==> src/rtl/ov7670_capture_if.sv <==
// OV7670 DVP sensor bus plus frame-cache write port, bundled for ov7670_capture.
// master = sensor/cache side (drives camera pins and cache ready), slave = capture block.
interface ov7670_capture_if;
   logic        cam_pclk;
   logic        cam_vsync;
   logic        cam_href;
   logic [7:0]  cam_data;
   logic        cache_wr_en;
   logic        cache_wreq;
   logic [15:0] cache_data;
   logic        cache_wclk;
   logic        frame_valid;
   logic        frame_done;
   logic        overflow;

   modport master (
      output cam_pclk, cam_vsync, cam_href, cam_data, cache_wr_en,
      input  cache_wreq, cache_data, cache_wclk, frame_valid, frame_done, overflow
   );

   modport slave (
      input  cam_pclk, cam_vsync, cam_href, cam_data, cache_wr_en,
      output cache_wreq, cache_data, cache_wclk, frame_valid, frame_done, overflow
   );
endinterface

==> src/rtl/ov7670_capture.sv <==
// OV7670 capture: oversamples the DVP bus on CLK_40M, pairs bytes into RGB565 pixels and writes an
// X_SIZE x Y_SIZE window per frame into the cache. Define CAPTURE_TEST_PATTERN_EN for a counting pattern.
module ov7670_capture #(
   parameter int X_SIZE      = 240,
   parameter int Y_SIZE      = 320,
   parameter int SKIP_FRAMES = 2
) (
   input  logic            CLK_40M,
   input  logic            RST_N,
   ov7670_capture_if.slave bus
);

   typedef enum logic [2:0] {
      ST_IDLE,
      ST_SKIP,
      ST_CAPTURE,
      ST_DONE,
      ST_WAIT
   } state_t;

   state_t      state, state_nxt;
   logic [2:0]  pclk_sync, vs_sync, href_sync;
   logic [7:0]  data_s1, data_s2;
   logic        pclk_rise, vs_rise, vs_fall, href_rise, href_fall;
   logic [15:0] skip_cnt, pix_cnt, line_cnt;
   logic        byte_phase;
   logic [7:0]  hi;
   logic        pix_pend;
   logic [15:0] pix_word;
   logic        wreq;
   logic [15:0] wdata;
   logic        ovf;
   logic        frame_start, skip_inc, last_line;

   // Bit 0 = s1, bit 1 = s2, bit 2 = s3 (previous s2, used for edge detection).
   always_ff @(posedge CLK_40M or negedge RST_N) begin
      if (!RST_N) begin
         pclk_sync <= '0;
         vs_sync   <= '0;
         href_sync <= '0;
         data_s1   <= '0;
         data_s2   <= '0;
      end else begin
         // NOTE: non-blocking assignments let every flop sample the pre-edge value, forming a real shift chain.
         pclk_sync <= {pclk_sync[1:0], bus.cam_pclk};
         vs_sync   <= {vs_sync[1:0], bus.cam_vsync};
         href_sync <= {href_sync[1:0], bus.cam_href};
         data_s1   <= bus.cam_data;
         data_s2   <= data_s1;
      end
   end

   assign pclk_rise = pclk_sync[1] & ~pclk_sync[2];
   assign vs_rise   = vs_sync[1] & ~vs_sync[2];
   assign vs_fall   = ~vs_sync[1] & vs_sync[2];
   assign href_rise = href_sync[1] & ~href_sync[2];
   assign href_fall = ~href_sync[1] & href_sync[2];

   always_ff @(posedge CLK_40M or negedge RST_N) begin
      if (!RST_N) state <= ST_IDLE;
      else        state <= state_nxt;
   end

   always_comb begin
      // NOTE: every output of this block gets a default first, so no path can infer a latch.
      state_nxt   = state;
      frame_start = 1'b0;
      skip_inc    = 1'b0;
      last_line   = href_fall && (pix_cnt != 16'd0) && (line_cnt + 16'd1 >= 16'(Y_SIZE));
      case (state)
         ST_IDLE: begin
            if (vs_fall) begin
               if (skip_cnt < 16'(SKIP_FRAMES)) begin
                  state_nxt = ST_SKIP;
                  skip_inc  = 1'b1;
               end else begin
                  state_nxt   = ST_CAPTURE;
                  frame_start = 1'b1;
               end
            end
         end
         ST_SKIP:    if (vs_rise) state_nxt = ST_IDLE;
         ST_CAPTURE: begin
            // A second vs_fall means the closing vs_rise was missed: restart the frame silently.
            if (vs_fall)                     frame_start = 1'b1;
            else if (vs_rise || last_line)   state_nxt   = ST_DONE;
         end
         ST_DONE:    state_nxt = ST_WAIT;
         ST_WAIT: begin
            if (vs_fall) begin
               state_nxt   = ST_CAPTURE;
               frame_start = 1'b1;
            end
         end
         default:    state_nxt = ST_IDLE;
      endcase
   end

   // Byte pairing and window counters; a completed in-window pixel is staged in pix_word for one cycle.
   always_ff @(posedge CLK_40M or negedge RST_N) begin
      if (!RST_N) begin
         skip_cnt   <= '0;
         pix_cnt    <= '0;
         line_cnt   <= '0;
         byte_phase <= 1'b0;
         hi         <= '0;
         pix_pend   <= 1'b0;
         pix_word   <= '0;
      end else begin
         pix_pend <= 1'b0;
         if (skip_inc) skip_cnt <= skip_cnt + 16'd1;
         if (frame_start) begin
            pix_cnt    <= '0;
            line_cnt   <= '0;
            byte_phase <= 1'b0;
         end else if (state == ST_CAPTURE) begin
            if (pclk_rise && href_sync[1]) begin
               if (href_rise || !byte_phase) begin
                  hi         <= data_s2;
                  byte_phase <= 1'b1;
               end else begin
                  byte_phase <= 1'b0;
                  if (pix_cnt < 16'(X_SIZE) && line_cnt < 16'(Y_SIZE)) begin
                     pix_pend <= 1'b1;
                     pix_cnt  <= pix_cnt + 16'd1;
`ifdef CAPTURE_TEST_PATTERN_EN
                     pix_word <= 16'(({16'd0, line_cnt} * 32'(X_SIZE)) + {16'd0, pix_cnt});
`else
                     pix_word <= {hi, data_s2};
`endif
                  end
               end
            end else if (href_rise) begin
               byte_phase <= 1'b0;
            end
            if (href_fall) begin
               if (pix_cnt != 16'd0) line_cnt <= line_cnt + 16'd1;
               pix_cnt <= '0;
            end
         end
      end
   end

   // Write stage: a staged pixel is either strobed out or dropped and flagged.
   always_ff @(posedge CLK_40M or negedge RST_N) begin
      if (!RST_N) begin
         wreq  <= 1'b0;
         wdata <= '0;
         ovf   <= 1'b0;
      end else begin
         wreq <= pix_pend & bus.cache_wr_en;
         if (pix_pend && bus.cache_wr_en) wdata <= pix_word;
         if (frame_start)                      ovf <= 1'b0;
         else if (pix_pend && !bus.cache_wr_en) ovf <= 1'b1;
      end
   end

   assign bus.cache_wreq  = wreq;
   assign bus.cache_data  = wdata;
   assign bus.cache_wclk  = ~CLK_40M;
   assign bus.frame_valid = (state == ST_CAPTURE);
   assign bus.frame_done  = (state == ST_DONE);
   assign bus.overflow    = ovf;

endmodule

==> src/flat_wrapper.sv <==
// flat-port wrapper written by rule: the top's interface ports become plain ports
module ov7670_capture_flat 
#(
   parameter int X_SIZE      = 240,
   parameter int Y_SIZE      = 320,
   parameter int SKIP_FRAMES = 2
)
  (CLK_40M, RST_N, bus_cam_pclk, bus_cam_vsync, bus_cam_href, bus_cam_data, bus_cache_wr_en, bus_cache_wreq, bus_cache_data, bus_cache_wclk, bus_frame_valid, bus_frame_done, bus_overflow);
  ov7670_capture_if bus_i ();
  input  logic CLK_40M;
  input  logic RST_N;
  input wire logic [$bits(bus_i.cam_pclk)-1:0] bus_cam_pclk;
  input wire logic [$bits(bus_i.cam_vsync)-1:0] bus_cam_vsync;
  input wire logic [$bits(bus_i.cam_href)-1:0] bus_cam_href;
  input wire logic [$bits(bus_i.cam_data)-1:0] bus_cam_data;
  input wire logic [$bits(bus_i.cache_wr_en)-1:0] bus_cache_wr_en;
  output wire logic [$bits(bus_i.cache_wreq)-1:0] bus_cache_wreq;
  output wire logic [$bits(bus_i.cache_data)-1:0] bus_cache_data;
  output wire logic [$bits(bus_i.cache_wclk)-1:0] bus_cache_wclk;
  output wire logic [$bits(bus_i.frame_valid)-1:0] bus_frame_valid;
  output wire logic [$bits(bus_i.frame_done)-1:0] bus_frame_done;
  output wire logic [$bits(bus_i.overflow)-1:0] bus_overflow;
  assign bus_i.cam_pclk = bus_cam_pclk;
  assign bus_i.cam_vsync = bus_cam_vsync;
  assign bus_i.cam_href = bus_cam_href;
  assign bus_i.cam_data = bus_cam_data;
  assign bus_i.cache_wr_en = bus_cache_wr_en;
  assign bus_cache_wreq = bus_i.cache_wreq;
  assign bus_cache_data = bus_i.cache_data;
  assign bus_cache_wclk = bus_i.cache_wclk;
  assign bus_frame_valid = bus_i.frame_valid;
  assign bus_frame_done = bus_i.frame_done;
  assign bus_overflow = bus_i.overflow;
  ov7670_capture #(.X_SIZE(X_SIZE), .Y_SIZE(Y_SIZE), .SKIP_FRAMES(SKIP_FRAMES)) u_core (.CLK_40M(CLK_40M), .RST_N(RST_N), .bus(bus_i));
endmodule
==> config.mk <==
export PLATFORM = sky130hd
export DESIGN_NAME = ov7670_capture_flat
export DESIGN_NICKNAME = d
export VERILOG_FILES = /design/src/rtl/ov7670_capture_if.sv /design/src/rtl/ov7670_capture.sv /design/src/flat_wrapper.sv
export SDC_FILE = /design/constraint.sdc
export NUM_CORES = 1
export LEC_CHECK = 0
export BUFFER_PORTS_ARGS = -buffer_cell sky130_fd_sc_hd__clkbuf_2
export CAP_MARGIN = 20
export CORE_ASPECT_RATIO = 0.9
export CORE_MARGIN = 2
export CORE_UTILIZATION = 29
export DETAILED_ROUTE_END_ITERATION = 10
export PLACE_DENSITY = 0.42
export REMOVE_ABC_BUFFERS = 1
export SLEW_MARGIN = 20
export SYNTH_ARGS = -nofsm -noshare
export SYNTH_HDL_FRONTEND = slang
export SYNTH_SLANG_ARGS = --single-unit
export TNS_END_PERCENT = 10
==> constraint.sdc <==
create_clock -name CLK_40M -period 2.1 [get_ports CLK_40M]
set_input_delay 0 -clock CLK_40M [delete_from_list [all_inputs] [get_ports CLK_40M]]
set_output_delay 0 -clock CLK_40M [all_outputs]
set_load 0.02 [all_outputs]
==> flow_summary_export.csv <==
group,metric,value,unit
routing,drc,0,
worst_setup_path,crit_slowest_cell,"dfrtp_1",
cts,cts_made_buffers,17,
global_route,grt_use_met3,4.02,%
synth,yosys-top-cells-area,"dfrtp_1 (63%), mux2_2 (9.5%), nor2_1 (2.4%), xor2_1 (2.2%), xnor2_1 (1.8%)",
global_route,antenna_found_initial,0,
place,port_buffers,34,
worst_setup_path,rr_startpoint,"u_core.state[1]",
timing,fin_crit_sh,96.3,%
worst_setup_path,cp_max_fo,20,
worst_setup_path,timing.rr.end,"u_core.pix_word[0]",
worst_setup_path,reg2reg_depth,6,
finish,final_cell_count_no_fill,678,
pwr,power.leakage,3.09,nW
synth,synthesis.area,0.00476,mm^2
timing,setup_viol,0,
pwr,power_density,1050,mW/mm^2
place,place_area,0.00544,mm^2
min_path,hold_path.class,"in -> async",
timing,clock_skew,0.00650,ns
routing,dr.pass1.iters,4,
worst_setup_path,endpoint,"u_core.pix_word[0]",
finish,final_cell_mix,"dfrtp_1 (120), mux2_2 (40), buf_4 (38), clkbuf_2 (33), nor2_1 (30)",
routing,num_vias,2976,
cts,root_buffer,"clkbuf_16",
synth,ys_types,46,
floorplanning,placementRows,44,
routing,wire_per_inst,13.7,um
global_route,grt.total_usage,11.8,%
routing,ant_nets,0,
timing,hold_viol_final,0,
finish,diodes,0,
worst_setup_path,cpPeakStageDelay,0.40,ns
cts,cts_setup_buffers,0,
status,status,"finished clean",
finish,fillerInstances,1581,
place,place_congestion,0.756,
pwr,ir_worst_vdd,716,uV
global_route,met2_usage,16.8,%
floorplanning,die_height,125,um
finish,drive_above_1_share,35.9,%
worst_setup_path,cp.arrival,2.32,ns
global_route,grt_pass1_vias,3198,
worst_setup_path,r2r_slack,0.08,ns
timing,finalCriticalPeriod,2.02,ns
global_route,grtUsageMet1,16.2,%
global_route,grt_busiest_layer,"met2",
synth,syn_inst,372,
synth,synth_edf_count,0,
worst_setup_path,end_kind,"flop",
timing,fmax,494,MHz
cts,clk_pin_slew,0.05,ns
finish,area_growth,32.4,%
synth,synth_seq_cells,120,
floorplanning,io_pins,35,
timing,relSlewSlack,73.1,%
routing,routed_via_density,4.39,
worst_setup_path,start_kind,"flop",
cts,h-tree-depth,4,
floorplanning,initial_core_util,29.6,%
floorplanning,die_area,0.0174,mm^2
timing,slew_viol_final,0,
cts,cts_tree,"done",
floorplanning,core-area,0.0161,mm^2
worst_setup_path,cp.required,2.40,ns
place,dp.cells,633,
timing,rsz0062_at_grt,"true",
synth,ys_async_sr_fraction,100,%
finish,fin_area,0.00629,mm^2
global_route,grt_pass1_wl,16.0,mm
worst_setup_path,crit_chain,"buf_4, a211o_2, a21oi_2, nand2b_1, buf_12, mux2_2",
routing,drtIter0Drc,89,
global_route,grt_max_degree,51,
cts,clock_latency,0.41,ns
global_route,grt_overflow,0,
synth,synth.largest_area_cell,"dfrtp_1",
finish,final_common_cell,"dfrtp_1",
place,hpwl,6.06,mm
worst_setup_path,crit_type,"reg -> reg",
flow_run,cap_violations,0,
finish,nets,476,
synth,synth-main-ff-cell,"dfrtp_1",
floorplanning,dieWidth,139,um
synth,synth_top_area_share,63.1,%
worst_setup_path,cp-startpoint,"u_core.state[1]",
timing,tightestPinTransition,0.403,ns
synth,yosysSeqAreaShare,63.1,%
cts,cts_buffer_depth,2,
synth,syn_avg_cell_area,12.8,um^2
synth,ys_warn_count,0,
routing,finalWirelength,9.30,mm
logic make-up after synthesis:
logic type	after synthesis	synth area share [%]
buffers and inverters	29	2.37
and+or+nand+nor	123	14.8
DFF	120	63.1
adders and majority gates	4	1.05
xor gates and xnor gates	22	4.05
AOI/OAI and AO/OA	31	4.45
muxes	43	10.1
critical path, delay by kind of cell, from the launching register on:
family / cells / cell delay (ns)
buffers and inverters: 2 / 0.34
DFF: 1 / 0.40
and+or+nand+nor: 1 / 0.21
AOI/OAI and AO/OA: 2 / 0.61
muxes: 1 / 0.34
worst min path at each step:
stage	startpoint	end	slack [ns]	cells past startpoint
CTS	RST_N	u_core.data_s1[0]	0.02	2
global placement	RST_N	u_core.data_s1[0]	-0.08	1
detailed placement	RST_N	u_core.data_s1[0]	-0.07	1
floorplan	RST_N	u_core.bus.cache_data[0]	-0.30	0
global route	RST_N	u_core.data_s1[0]	0.05	2
finish	RST_N	u_core.data_s1[0]	0.03	2
per-layer routing:
layer / wire, um / vias up / share of wire [%]
li1: - / 1459 / -
met1: 4660 / 1474 / 50
met2: 4180 / 30 / 45
met3: 283 / 13 / 3.0
met4: 168 / 0 / 1.8
met5: 0 / - / 0
where the power goes:
part           switching, W  total, W  internal (W)
Sequential         0.000124   0.00266       0.00253
Clock               0.00107   0.00312       0.00204
Combinational      0.000406  0.000824      0.000419
area by class of cell:
cell class / count / area [um^2] / share of cell area [%]
Sequential cell: 120 / 3000 / 47.7
Clock buffer: 27 / 622 / 9.88
Clock inverter: 7 / 40.0 / 0.636
Inverter: 8 / 30.0 / 0.477
Multi-Input combinational cell: 223 / 1710 / 27.2
Tap cell: 207 / 259 / 4.11
Timing Repair Buffer: 86 / 627 / 9.96
registers in the layout, indices dropped and copies added, names as in the netlist, 8 cells and up:
register / flops
u_core.bus.cache_data: 16
u_core.line_cnt: 16
u_core.pix_cnt: 16
u_core.pix_word: 16
u_core.skip_cnt: 16
u_core.data_s1: 8
u_core.data_s2: 8
u_core.hi: 8
metrics by stage:
stage	TNS (ns)	power [W]	worst slack [ns]	utilization, %	hold WS [ns]
after floorplan	-21.66	0.00316	-0.864	-	-0.296
after global placement	-3.51	0.00354	-0.225	33.8	-0.0762
after detailed placement	-0.696	0.00356	-0.0784	33.8	-0.0743
after CTS	0	0.00671	0.00226	38.8	0.0177
after global routing	-0.146	0.00695	-0.0571	39.2	0.0538
final	0	0.00660	0.0777	39.2	0.0273
cells in the mapped netlist, types with 2 or more instances:
cell type    n
nand2_1     17
clkbuf_1    17
mux2i_1      3
xnor2_1     10
dfrtp_1    120
nor2b_1      2
nor3b_1      4
xor2_1      12
nand2b_1     5
ha_1         4
a21o_1       2
a21oi_1      6
and2_1      10
nand4_1     10
nor4_1       7
nand3_1     12
mux2_2      40
nor3_2       2
or4_1        2
inv_1        9
and3_1       4
o31ai_1      3
buf_2        3
a22o_1       2
nor3_1       7
or2_2        2
o21ai_0      9
nor2_1      30
timing repair:
action | in CTS | in global routing
hold endpoints to repair | 132 | 0
hold buffers | 13 | 0
pin swaps | 0 | 4
setup endpoints to repair | 19 | 27
gates resized for setup | 2 | 11
No activity file was read; power rests on OpenSTA's default activity.
